===== src/rtl/bullet_collision_scanner_if.sv =====
// bullet_collision_scanner_if: collision-side read port between the scanner and the bullet store.
interface bullet_collision_scanner_if #(
    parameter int N_BULLET = 3,
    parameter int INDEX_W  = 3
);
    logic [INDEX_W-1:0]  index;
    logic [15:0]         position;
    logic [15:0]         size;
    logic [1:0]          color;
    logic                isRender;
    logic [N_BULLET-1:0] indexCollide;
    logic                isComplete;
    modport master (output index, indexCollide, isComplete, input position, size, color, isRender);
    modport slave  (input index, indexCollide, isComplete, output position, size, color, isRender);
endinterface


===== src/rtl/bullet_collision_scanner.sv =====
// bullet_collision_scanner: per-frame scan of the bullet table against the player heart,
// applying colour-dependent HP effects and producing a keep-render mask.
module bullet_collision_scanner #(
    parameter int N_BULLET = 3,
    parameter int INDEX_W  = 3,
    parameter int HP_MAX   = 20,
    parameter int DMG      = 1,
    parameter int HEAL     = 1
) (
    input  logic                                   clk,
    input  logic                                   reset,
    input  logic                                   isRun,
    input  logic                                   start,
    input  logic [15:0]                            playerPos,
    input  logic [15:0]                            playerSize,
    input  logic                                   playerMoving,
    bullet_collision_scanner_if.master             bus,
    output logic [7:0]                             hp,
    output logic                                   isDead,
    output logic                                   busy
);
    typedef enum logic [1:0] {IDLE, SCAN, DONE} state_t;
    state_t              state_q, state_d;
    logic [INDEX_W-1:0]  idx_q, idx_d;
    logic [7:0]          hp_q, hp_d;
    logic [N_BULLET-1:0] shadow_q, shadow_d, mask_q, mask_d, sel;
    logic [8:0]          px, py, pw, ph, bx, by, bw, bh, heal_sum;
    logic [7:0]          dmg_hp, heal_hp, hp_eff;
    logic                overlap, hit, keep, last;

    assign px = {1'b0, playerPos[15:8]};
    assign py = {1'b0, playerPos[7:0]};
    assign pw = {1'b0, playerSize[15:8]};
    assign ph = {1'b0, playerSize[7:0]};
    assign bx = {1'b0, bus.position[15:8]};
    assign by = {1'b0, bus.position[7:0]};
    assign bw = {1'b0, bus.size[15:8]};
    assign bh = {1'b0, bus.size[7:0]};
    // Empty boxes are excluded explicitly: strict overlap alone would accept a zero-width sliver inside the player.
    assign overlap = (bw != 0) && (bh != 0) && (pw != 0) && (ph != 0) &&
                     (bx < px + pw) && (px < bx + bw) && (by < py + ph) && (py < by + bh);
    assign hit  = bus.isRender && overlap;
    assign keep = bus.isRender && !hit;
    assign sel  = N_BULLET'(1) << idx_q;
    assign last = idx_q == INDEX_W'(N_BULLET - 1);

    assign dmg_hp   = hp_q >= 8'(DMG) ? hp_q - 8'(DMG) : 8'd0;
    assign heal_sum = {1'b0, hp_q} + 9'(HEAL);
    assign heal_hp  = heal_sum > 9'(HP_MAX) ? 8'(HP_MAX) : heal_sum[7:0];
    assign hp_eff   = bus.color == 2'b00 ? dmg_hp :
                      bus.color == 2'b01 ? heal_hp :
                      (bus.color == 2'b10 && playerMoving) ? dmg_hp : hp_q;

    always_comb begin
        state_d  = state_q;
        idx_d    = idx_q;
        hp_d     = hp_q;
        shadow_d = shadow_q;
        mask_d   = mask_q;
        case (state_q)
            IDLE: if (start) begin
                state_d  = SCAN;
                idx_d    = '0;
                shadow_d = '0;
            end
            SCAN: begin
                shadow_d = shadow_q | (keep ? sel : '0);
                hp_d     = hit ? hp_eff : hp_q;
                idx_d    = last ? '0 : idx_q + 1'b1;
                state_d  = last ? DONE : SCAN;
                mask_d   = last ? shadow_d : mask_q;
            end
            DONE:    state_d = IDLE;
            default: state_d = IDLE;
        endcase
        if (!isRun) begin
            state_d = IDLE;
            idx_d   = '0;
            hp_d    = 8'(HP_MAX);
            mask_d  = '1;
        end
    end

    always_ff @(posedge clk or posedge reset) begin
        if (reset) begin
            state_q  <= IDLE;
            idx_q    <= '0;
            hp_q     <= 8'(HP_MAX);
            shadow_q <= '0;
            mask_q   <= '1;
        end else begin
            state_q  <= state_d;
            idx_q    <= idx_d;
            hp_q     <= hp_d;
            shadow_q <= shadow_d;
            mask_q   <= mask_d;
        end
    end

    assign bus.index        = state_q == SCAN ? idx_q : '0;
    assign bus.indexCollide = mask_q;
    assign bus.isComplete   = state_q == DONE;
    assign hp               = hp_q;
    assign isDead           = hp_q == 8'd0;
    assign busy             = state_q != IDLE;
endmodule


===== src/flat_wrapper.sv =====
// flat-port wrapper written by rule: the top's interface ports become plain ports
module bullet_collision_scanner_flat 
#(
    parameter int N_BULLET = 3,
    parameter int INDEX_W  = 3,
    parameter int HP_MAX   = 20,
    parameter int DMG      = 1,
    parameter int HEAL     = 1
)
  (clk, reset, isRun, start, playerPos, playerSize, playerMoving, hp, isDead, busy, bus_index, bus_indexCollide, bus_isComplete, bus_position, bus_size, bus_color, bus_isRender);
  bullet_collision_scanner_if #(.N_BULLET(N_BULLET), .INDEX_W(INDEX_W)) bus_i ();
  input  logic clk;
  input  logic reset;
  input  logic isRun;
  input  logic start;
  input  logic [15:0] playerPos;
  input  logic [15:0] playerSize;
  input  logic playerMoving;
  output logic [7:0] hp;
  output logic isDead;
  output logic busy;
  output wire logic [$bits(bus_i.index)-1:0] bus_index;
  output wire logic [$bits(bus_i.indexCollide)-1:0] bus_indexCollide;
  output wire logic [$bits(bus_i.isComplete)-1:0] bus_isComplete;
  input wire logic [$bits(bus_i.position)-1:0] bus_position;
  input wire logic [$bits(bus_i.size)-1:0] bus_size;
  input wire logic [$bits(bus_i.color)-1:0] bus_color;
  input wire logic [$bits(bus_i.isRender)-1:0] bus_isRender;
  assign bus_index = bus_i.index;
  assign bus_indexCollide = bus_i.indexCollide;
  assign bus_isComplete = bus_i.isComplete;
  assign bus_i.position = bus_position;
  assign bus_i.size = bus_size;
  assign bus_i.color = bus_color;
  assign bus_i.isRender = bus_isRender;
  bullet_collision_scanner #(.N_BULLET(N_BULLET), .INDEX_W(INDEX_W), .HP_MAX(HP_MAX), .DMG(DMG), .HEAL(HEAL)) u_core (.clk(clk), .reset(reset), .isRun(isRun), .start(start), .playerPos(playerPos), .playerSize(playerSize), .playerMoving(playerMoving), .bus(bus_i), .hp(hp), .isDead(isDead), .busy(busy));
endmodule

===== config.mk =====
export PLATFORM = sky130hd
export DESIGN_NAME = bullet_collision_scanner_flat
export DESIGN_NICKNAME = d
export VERILOG_FILES = /design/src/rtl/bullet_collision_scanner_if.sv /design/src/rtl/bullet_collision_scanner.sv /design/src/flat_wrapper.sv
export SDC_FILE = /design/constraint.sdc
export NUM_CORES = 1
export LEC_CHECK = 0
export CAP_MARGIN = 20
export CORE_MARGIN = 2
export CORE_UTILIZATION = 49
export DETAILED_ROUTE_END_ITERATION = 10
export PLACE_DENSITY = 0.83
export SYNTH_ARGS = -nofsm -noshare
export SYNTH_HDL_FRONTEND = slang
export SYNTH_SLANG_ARGS = --single-unit

===== constraint.sdc =====
create_clock -name clk -period 2.5 [get_ports clk]
set_input_delay 0.5 -clock clk [delete_from_list [all_inputs] [get_ports clk]]
set_output_delay 0.5 -clock clk [all_outputs]
set_load 0.01 [all_outputs]

==> metrics.yaml, run 1 <==
synth-xor-area-share_pct: 6.50
synth.yosys.seq_area_share_pct: 15.5
synth_area_sq_um: 3100
ys_async_sr_fraction_pct: 100
routabilityCongestion: 0.896
root_buffer: "clkbuf_8"
synthMuxAreaShare_pct: 0.323
synth_top_family_by_area: "adder cells"
worst_endpoint: "u_core.hp[7]$_DFFE_PP0P_/D"
gr-total-overflow: 16
synth_compound_area_share_pct: 27.4
synth_fa_ha_area_share_pct: 28.8
portBuffers: 88
start_util_pct: 51.5
error: "[ERROR GRT-0232] Routing congestion too high. Check the congestion heatmap in the GUI."
ys.flop_type: "dfrtp_1"
synth_area_per_cell_sq_um: 8.20
synth_edf_count: 0
status: "stopped before the end"
htree_levels: 1
die_w_microns: 83.5
clock_sinks: 19
dieHeight_microns: 83.5
worstEndpointType: "sequential cell input"
haltStage: "global routing"
cts_hold_buf: 0
yosys_warnings: 0
ios: 89
ys_ff_latch: 19
postSynthCellCount: 378
rows: 28
clockBufferDepth: 2
yosysUniqueCellTypes: 46
grtUsageTotal_pct: 57.6
yosys.area_share.simple_pct: 17.9
syn_nets: 519
grt_max_degree: 20
cts_buffers: 3
hpwl_mm: 8.09
[repair_timing]
action,in CTS
setup endpoints to repair,12
hold endpoints to repair,0
setup buffers,24
resized for setup,143
gates cloned,1
pin swaps,58
[synthesized netlist by cell type (all sizes together) (9+ instances only)]
cell type / number / area (sq um)
xor2: 9 / 78.8
inv: 22 / 82.6
a21oi: 31 / 155
nor4: 12 / 81.3
dfrtp: 14 / 350
xnor2: 14 / 123
ha: 65 / 813
nor2: 21 / 78.8
o21ai: 22 / 110
nand2: 30 / 113
a21o: 17 / 128
[kinds of logic after synthesis]
kind of cell / Yosys count
compound gates: 127
simple gates: 110
fa+ha+maj: 69
buf+inv: 29
xor+xnor: 23
flops: 19
mux: 1
[metal layers]
layer	overflow	GRT usage, %
met1	0	55.8
met2	9	80.3
met3	0	33.8
met4	7	62.2
met5	0	2.27
[per-stage QoR]
step | cells | util (%) | setup slack [ns] | setup TNS, ns | area [sq um]
CTS | 655 | 89.1 | -1.27 | -14.28 | 5370
global placement | 627 | 79.6 | -1.84 | -21.35 | 4800
detailed placement | 627 | 79.6 | -2.03 | -22.80 | 4800
floorplan | 378 | - | -1.22 | -13.58 | 3160
==> inputs of run 2 (changes only) <==
CORE_UTILIZATION = 40   (was 49)
PLACE_DENSITY = default   (was 0.83)
PLACE_DENSITY_LB_ADDON = 0.15   (was default)
==> run 2 against run 1 <==
  * The flow now finishes, with violations (setup timing)
  * Area after synthesis did not move
  * Synthesized cell count did not move
==> metrics.yaml, run 2 <==
fmax_mhz: 261
root_buffer: "clkbuf_8"
nets: 731
rows: 32  # +14%
grt_max_degree: 20
die_w_microns: 92.0  # +10%
path_common_cell: "a21o_1"
wirelength_mm: 10.5
ys.flop_type: "dfrtp_1"
arrival_ns: 3.96
failed_checks: "setup timing"
status: "finished, violations left"
syn_nets: 519  # unchanged
die_area_sq_um: 8470
detail-route-antenna-nets: 0
final_common_cell: "buf_4"
clk_pin_slew_ns: 0.08
final_area_sq_um: 5540
cts_buffers: 3  # unchanged
post_route_cells_drive_above_1_share_pct: 37.4
crit_path_start_kind: "input port"
min_period_ns: 3.82
ys_top_cells_by_count: "65 x ha_1, 31 x a21oi_1, 30 x nand2_1, 22 x inv_1, 22 x o21ai_0"
start_util_pct: 40.8  # -11 points
synth_top_area_share_pct: 26.2  # unchanged
dr.pass1.iters: 6
maxSlewViolCount: 0
crit_path_max_fanout: 5
powerDensity_nw_per_um2: 346
num_vias: 3703
power_leakage_nw: 2.55
reg2reg_from: "u_core.hp[1]"
routabilityCongestion: 0.856  # -4.6%
setup_violations: 12
reg2reg_slack_ns: 0.21
finalHoldViolCount: 0
first_iter_violations: 119
core_sq_um: 7610
place_area_sq_um: 4850  # +1.2%
min_period_over_period_pct: 153
portBuffers: 88  # unchanged
synth_area_sq_um: 3100  # unchanged
synth_area_per_cell_sq_um: 8.20  # unchanged
grt_pass1_wl_mm: 17.5
yosys_warnings: 0  # unchanged
clock_sinks: 19  # unchanged
drc: 0
largest_register_ff_count: 8
synth_edf_count: 0  # unchanged
min_path_type: "reg -> reg"
crit_slowest_cell: "or4_4"
wire_per_inst_microns: 15.2
grt_pass1_vias: 3832
required_ns: 2.63
rr_endpoint: "u_core.hp[3]"
cts_tree: "yes"
synth.most_common_cell: "ha_1"
antenna_found_initial: 0
hpwl_mm: 7.81  # -3.4%
yosysTopAreaCell: "ha_1"
path_cells: "buf_2 > ha_4 > fa_2 > a211oi_2 > o21bai_1 > a21o_1 > xnor2_1 > ha_1 > a21o_1 > a221o_1 > a41oi_2 > a311oi_2 > or4_4 > buf_8 > o311ai_4 > o41ai_2"
grtUsageTotal_pct: 24.8
critPathKind: "in -> reg"
finalSetupTns_ns: -14.90
gr-total-overflow: 0
maxCapViolations: 0
area_growth_pct: 78.6
synth.yosys.seq_area_share_pct: 15.5  # unchanged
crit_path_end_kind: "flip-flop"
r2r_cells: 8
fin_util_pct: 72.8
clock_skew_ns: 0.00276
max_stage_delay_ns: 0.56
clk_latency_ns: 0.26
drt-vias-per-instance: 5.36
dieHeight_microns: 92.0  # +10%
yosysUniqueCellTypes: 46  # unchanged
ir_drop_uv: 206
ys_async_sr_fraction_pct: 100  # unchanged
synth_area_leaders: "ha_1 26%, dfrtp_1 11%, a21oi_1 5.0%"
hold_path_depth: 2
ios: 89  # unchanged
htree_levels: 1  # unchanged
holdPathEnd: "u_core.bus.indexCollide[1]"
clockBufferDepth: 2  # unchanged
slew_headroom_pct: 50.6
diodes: 0
worst_slew_pin_slew_ns: 0.740
ys_ff_latch: 19  # unchanged
fin_ws_ns: -1.32
postSynthCellCount: 378  # unchanged
filler_cell_count: 547
layout_common_cells: "117 x buf_4, 54 x clkdlybuf4s50_1, 49 x ha_1"
min_from: "u_core.bus.indexCollide[1]"
grt_setup_unrepaired: "true"
-- run 2: cell counts after synthesis --
No cell type changed its count.
-- run 2: logic make-up (layout without fill, tap and decap cells) --
| group | Yosys count | count (layout) | synth area share (%) |
|---|---|---|---|
| buffers and inverters | 29 | 240 | 3.55 |
| AO/OA/AOI/OAI | 127 | 127 | 27.4 |
| XOR/XNOR | 23 | 23 | 6.50 |
| AND/OR/NAND/NOR | 110 | 110 | 17.9 |
| adder cells (fa/ha/maj) | 69 | 69 | 28.8 |
| flip-flops | 19 | 19 | 15.5 |
| multiplexers | 1 | 1 | 0.323 |
-- run 2: how the worst max path moves through the flow --
stage                        startpoint            to  slack [ns]
after detailed placement  playerSize[0]  u_core.hp[4]       -2.03
final                       bus_size[8]  u_core.hp[6]       -1.32
after floorplan            playerPos[0]  u_core.hp[6]       -1.22
after global routing      playerSize[0]  u_core.hp[7]       -1.44
after CTS                 playerSize[0]  u_core.hp[6]       -1.32
after global placement     playerPos[0]  u_core.hp[6]       -1.96
-- run 2: worst max-delay path: cells and delay by family --
family | cells | cell delay (ns)
compound gates | 9 | 1.66
simple gates | 1 | 0.56
buf+inv | 2 | 0.28
fa+ha+maj | 3 | 0.80
xor+xnor | 1 | 0.13
-- run 2: where the power goes --
part	total (mW)	leakage [nW]	internal (mW)	switching, mW
Sequential	0.340	0.245	0.321	0.0196
Combinational	1.35	2.28	0.745	0.605
Clock	0.226	0.0255	0.111	0.115
Total	1.92	2.55	1.18	0.739
-- run 2: routing by layer --
layer	track usage (%)	up-vias	part of all wire (%)	wire length, microns
li1	-	1858	-	-
met1	31.3	1748	44	4580
met2	47.1	89	52	5410
met3	1.64	8	4.0	417
met4	3.36	0	0.75	79
met5	0	-	0	0
-- run 2: through the flow --
stage | hold slack [ns] | worst slack (ns) | power, mW | std cells
final | 0.501 | -1.32 | 1.92 | 691
after global routing | 0.514 | -1.44 | 2.05 | 691
after CTS | 0.504 | -1.32 | 1.84 | 686
after detailed placement | 0.493 | -2.03 | 1.37 | 657
after global placement | 0.486 | -1.96 | 1.34 | 657
after floorplan | 0.447 | -1.22 | 0.887 | 378
-- run 2: cell type report --
class	count	area, sq um	share of cell area [%]
multi-input cells	330	2990	54.0
repair buffers	214	1810	32.7
flip-flops and latches	19	482	8.70
well taps	102	128	2.31
inverters	22	82.6	1.49
clock buffers	3	41.3	0.746
clock inverters	1	5.00	0.0904
-- run 2: repair_timing --
item / in CTS / in global routing
hold buffers: 0 / 0
hold endpoints to repair: 0 / 0
pin swaps: 70 / 26
buffers inserted: 25 / 6
cloned: 1 / 0
gates resized for setup: 152 / 17
setup endpoints to repair: 12 / 13
No activity file was read; power rests on OpenSTA's default activity.
==> inputs of run 3 (changes only) <==
CORE_UTILIZATION = 49   (was 40)
==> run 3 against run 2 <==
  * The run still ends with setup timing left
  * Cell count is 4.5% lower
  * Die area is 18% lower
  * Non-clock buffer count is 5 lower
  * Maximum frequency is 7.1% lower
  * Largest cell class unchanged
  * Highest routed layer unchanged
==> metrics.yaml, run 3 (same netlist as run 2, synthesis figures left out) <==
status: "finished, violations left"
failed_checks: "setup timing"
hpwl_mm: 8.09  # +3.5%
area_growth_pct: 76.6
final_area_sq_um: 5480  # -1.1%
worst_slew_pin_slew_ns: 0.724  # -0.0163 ns
min_period_over_period_pct: 165  # +12 points
startpoint: "bus_size[8]"
clockBufferDepth: 2  # unchanged
fin_ws_ns: -1.62  # -0.292 ns
min_period_ns: 4.12  # +0.292 ns
arrival_ns: 4.25  # +0.29 ns
clock_skew_ns: 0.000752  # -0.00201 ns
filler_cell_count: 223  # -59%
post_route_cells_drive_above_1_share_pct: 36.0  # -1.4 points
ios: 89  # unchanged
drc: 0  # unchanged
critPathTopFamily: "compound AO/OA/AOI/OAI gates"
largest_register_ff_count: 8  # unchanged
gr-total-overflow: 0  # unchanged
clk_latency_ns: 0.26  # about the same
root_buffer: "clkbuf_8"
powerDensity_nw_per_um2: 381  # +10%
drt-vias-per-instance: 7.06  # +32%
rr_endpoint: "u_core.hp[1]"
clk_pin_slew_ns: 0.07  # about the same
place_ws_ns: -2.02  # +0.0178 ns
detail-route-antenna-nets: 0  # unchanged
rows: 28  # -13%
max_stage_delay_ns: 0.48  # -0.08 ns
dp_cells: 627  # -4.6%
crit_slowest_cell: "or4_4"
min_from: "u_core.state_q[1]"
multi_input_area_sq_um: 3010  # +0.63%
die_w_microns: 83.5  # -9.2%
dr.pass1.iters: 6  # unchanged
slew_headroom_pct: 51.7  # +1.0 points
reg2reg_from: "u_core.hp[2]"
crit_path_max_fanout: 5  # unchanged
layout_common_cells: "117 x buf_4, 56 x clkdlybuf4s50_1, 50 x ha_1"
reg2reg_slack_ns: 0.13  # -0.08 ns
htree_levels: 1  # unchanged
final_cells: 660  # -4.5%
finalHoldViolCount: 0  # unchanged
portBuffers: 88  # unchanged
setup_violations: 12  # unchanged
grtUsageTotal_pct: 37.5  # +13 points
critPathKind: "in -> reg"
cts_buffers: 3  # unchanged
required_ns: 2.63  # about the same
grt_pass1_vias: 4326  # +13%
clock_sinks: 19  # unchanged
final_common_cell: "buf_4"
maxCapViolations: 0  # unchanged
r2r_cells: 7  # -1
fin_util_pct: 90.9  # +18 points
antenna_found_initial: 0  # unchanged
cts_hold_buf: 0  # unchanged
die_area_sq_um: 6980  # -18%
wirelength_mm: 16.5  # +58%
num_vias: 4662  # +26%
fmax_mhz: 243  # -7.1%
nets: 726  # -0.68%
dieHeight_microns: 83.5  # -9.2%
grt_setup_unrepaired: "true"
crit_path_start_kind: "input port"
holdPathEnd: "u_core.state_q[0]"
ir_drop_uv: 316  # +53%
power_leakage_nw: 2.51  # -1.4%
min_path_type: "reg -> reg"
path_cells: "buf_4 > ha_4 > fa_2 > a211oi_4 > o21bai_2 > a21o_1 > xnor2_2 > ha_1 > and3_4 > a221o_1 > a41oi_2 > a311oi_4 > or4_4 > buf_8 > o311ai_4 > o41ai_2"
routabilityCongestion: 0.872  # +1.9%
grt_max_degree: 20  # unchanged
regArea_sq_um: 482  # unchanged
core_sq_um: 6030  # -21%
crit_path_end_kind: "flip-flop"
maxSlewViolCount: 0  # unchanged
cts_tree: "yes"
crit_buf_inv: 2  # unchanged
start_util_pct: 51.5  # +11 points
wire_per_inst_microns: 25.1  # +65%
hold_ws_ns: 0.507  # +0.00616 ns
first_iter_violations: 462  # +290%
grt_pass1_wl_mm: 21.3  # +22%
hold_path_depth: 1  # -1
place_area_sq_um: 4800  # -1.2%
-- run 3: worst max path at each step --
stage | endpoint | cells past startpoint
6_report | u_core.hp[7] | 16
5_1_grt | u_core.hp[7] | 16
3_5_place_dp | u_core.bus.indexCollide[2] | 16
4_1_cts | u_core.hp[6] | 16
3_3_place_gp | u_core.hp[6] | 16
2_1_floorplan | u_core.hp[6] | 15
-- run 3: final cells by class --
class	instances	share of cell area (%)
diodes	1	0.0457
clock buffers	3	0.754
clock inverters	1	0.0914
inverters	22	1.51
multi-input cells	330	54.9
flip-flops and latches	19	8.80
well taps	75	1.71
repair buffers	209	32.2
-- run 3: metrics by stage --
step	TNS, ns	total power [mW]
finish	-18.54	2.09
global route	-19.31	2.16
global placement	-22.20	1.32
CTS	-14.18	1.76
floorplan	-13.58	0.887
detailed placement	-23.27	1.36
-- run 3: layer usage --
layer	vias up	routed length, microns	GRT usage [%]
li1	1845	-	-
met1	2116	5410	40.9
met2	516	7610	67.4
met3	185	1710	5.93
met4	0	1810	23.8
met5	-	0	0
-- run 3: report_power, final --
part | internal (mW) | switching (mW)
Combinational | 0.750 | 0.782
Sequential | 0.321 | 0.0202
Clock | 0.111 | 0.104
-- run 3: what timing repair did --
action                     in CTS  in global routing
cloned                          1                  0
buffers inserted               20                  7
setup endpoints to repair      12                 13
pin swaps                      59                 30
resized for setup             128                 34
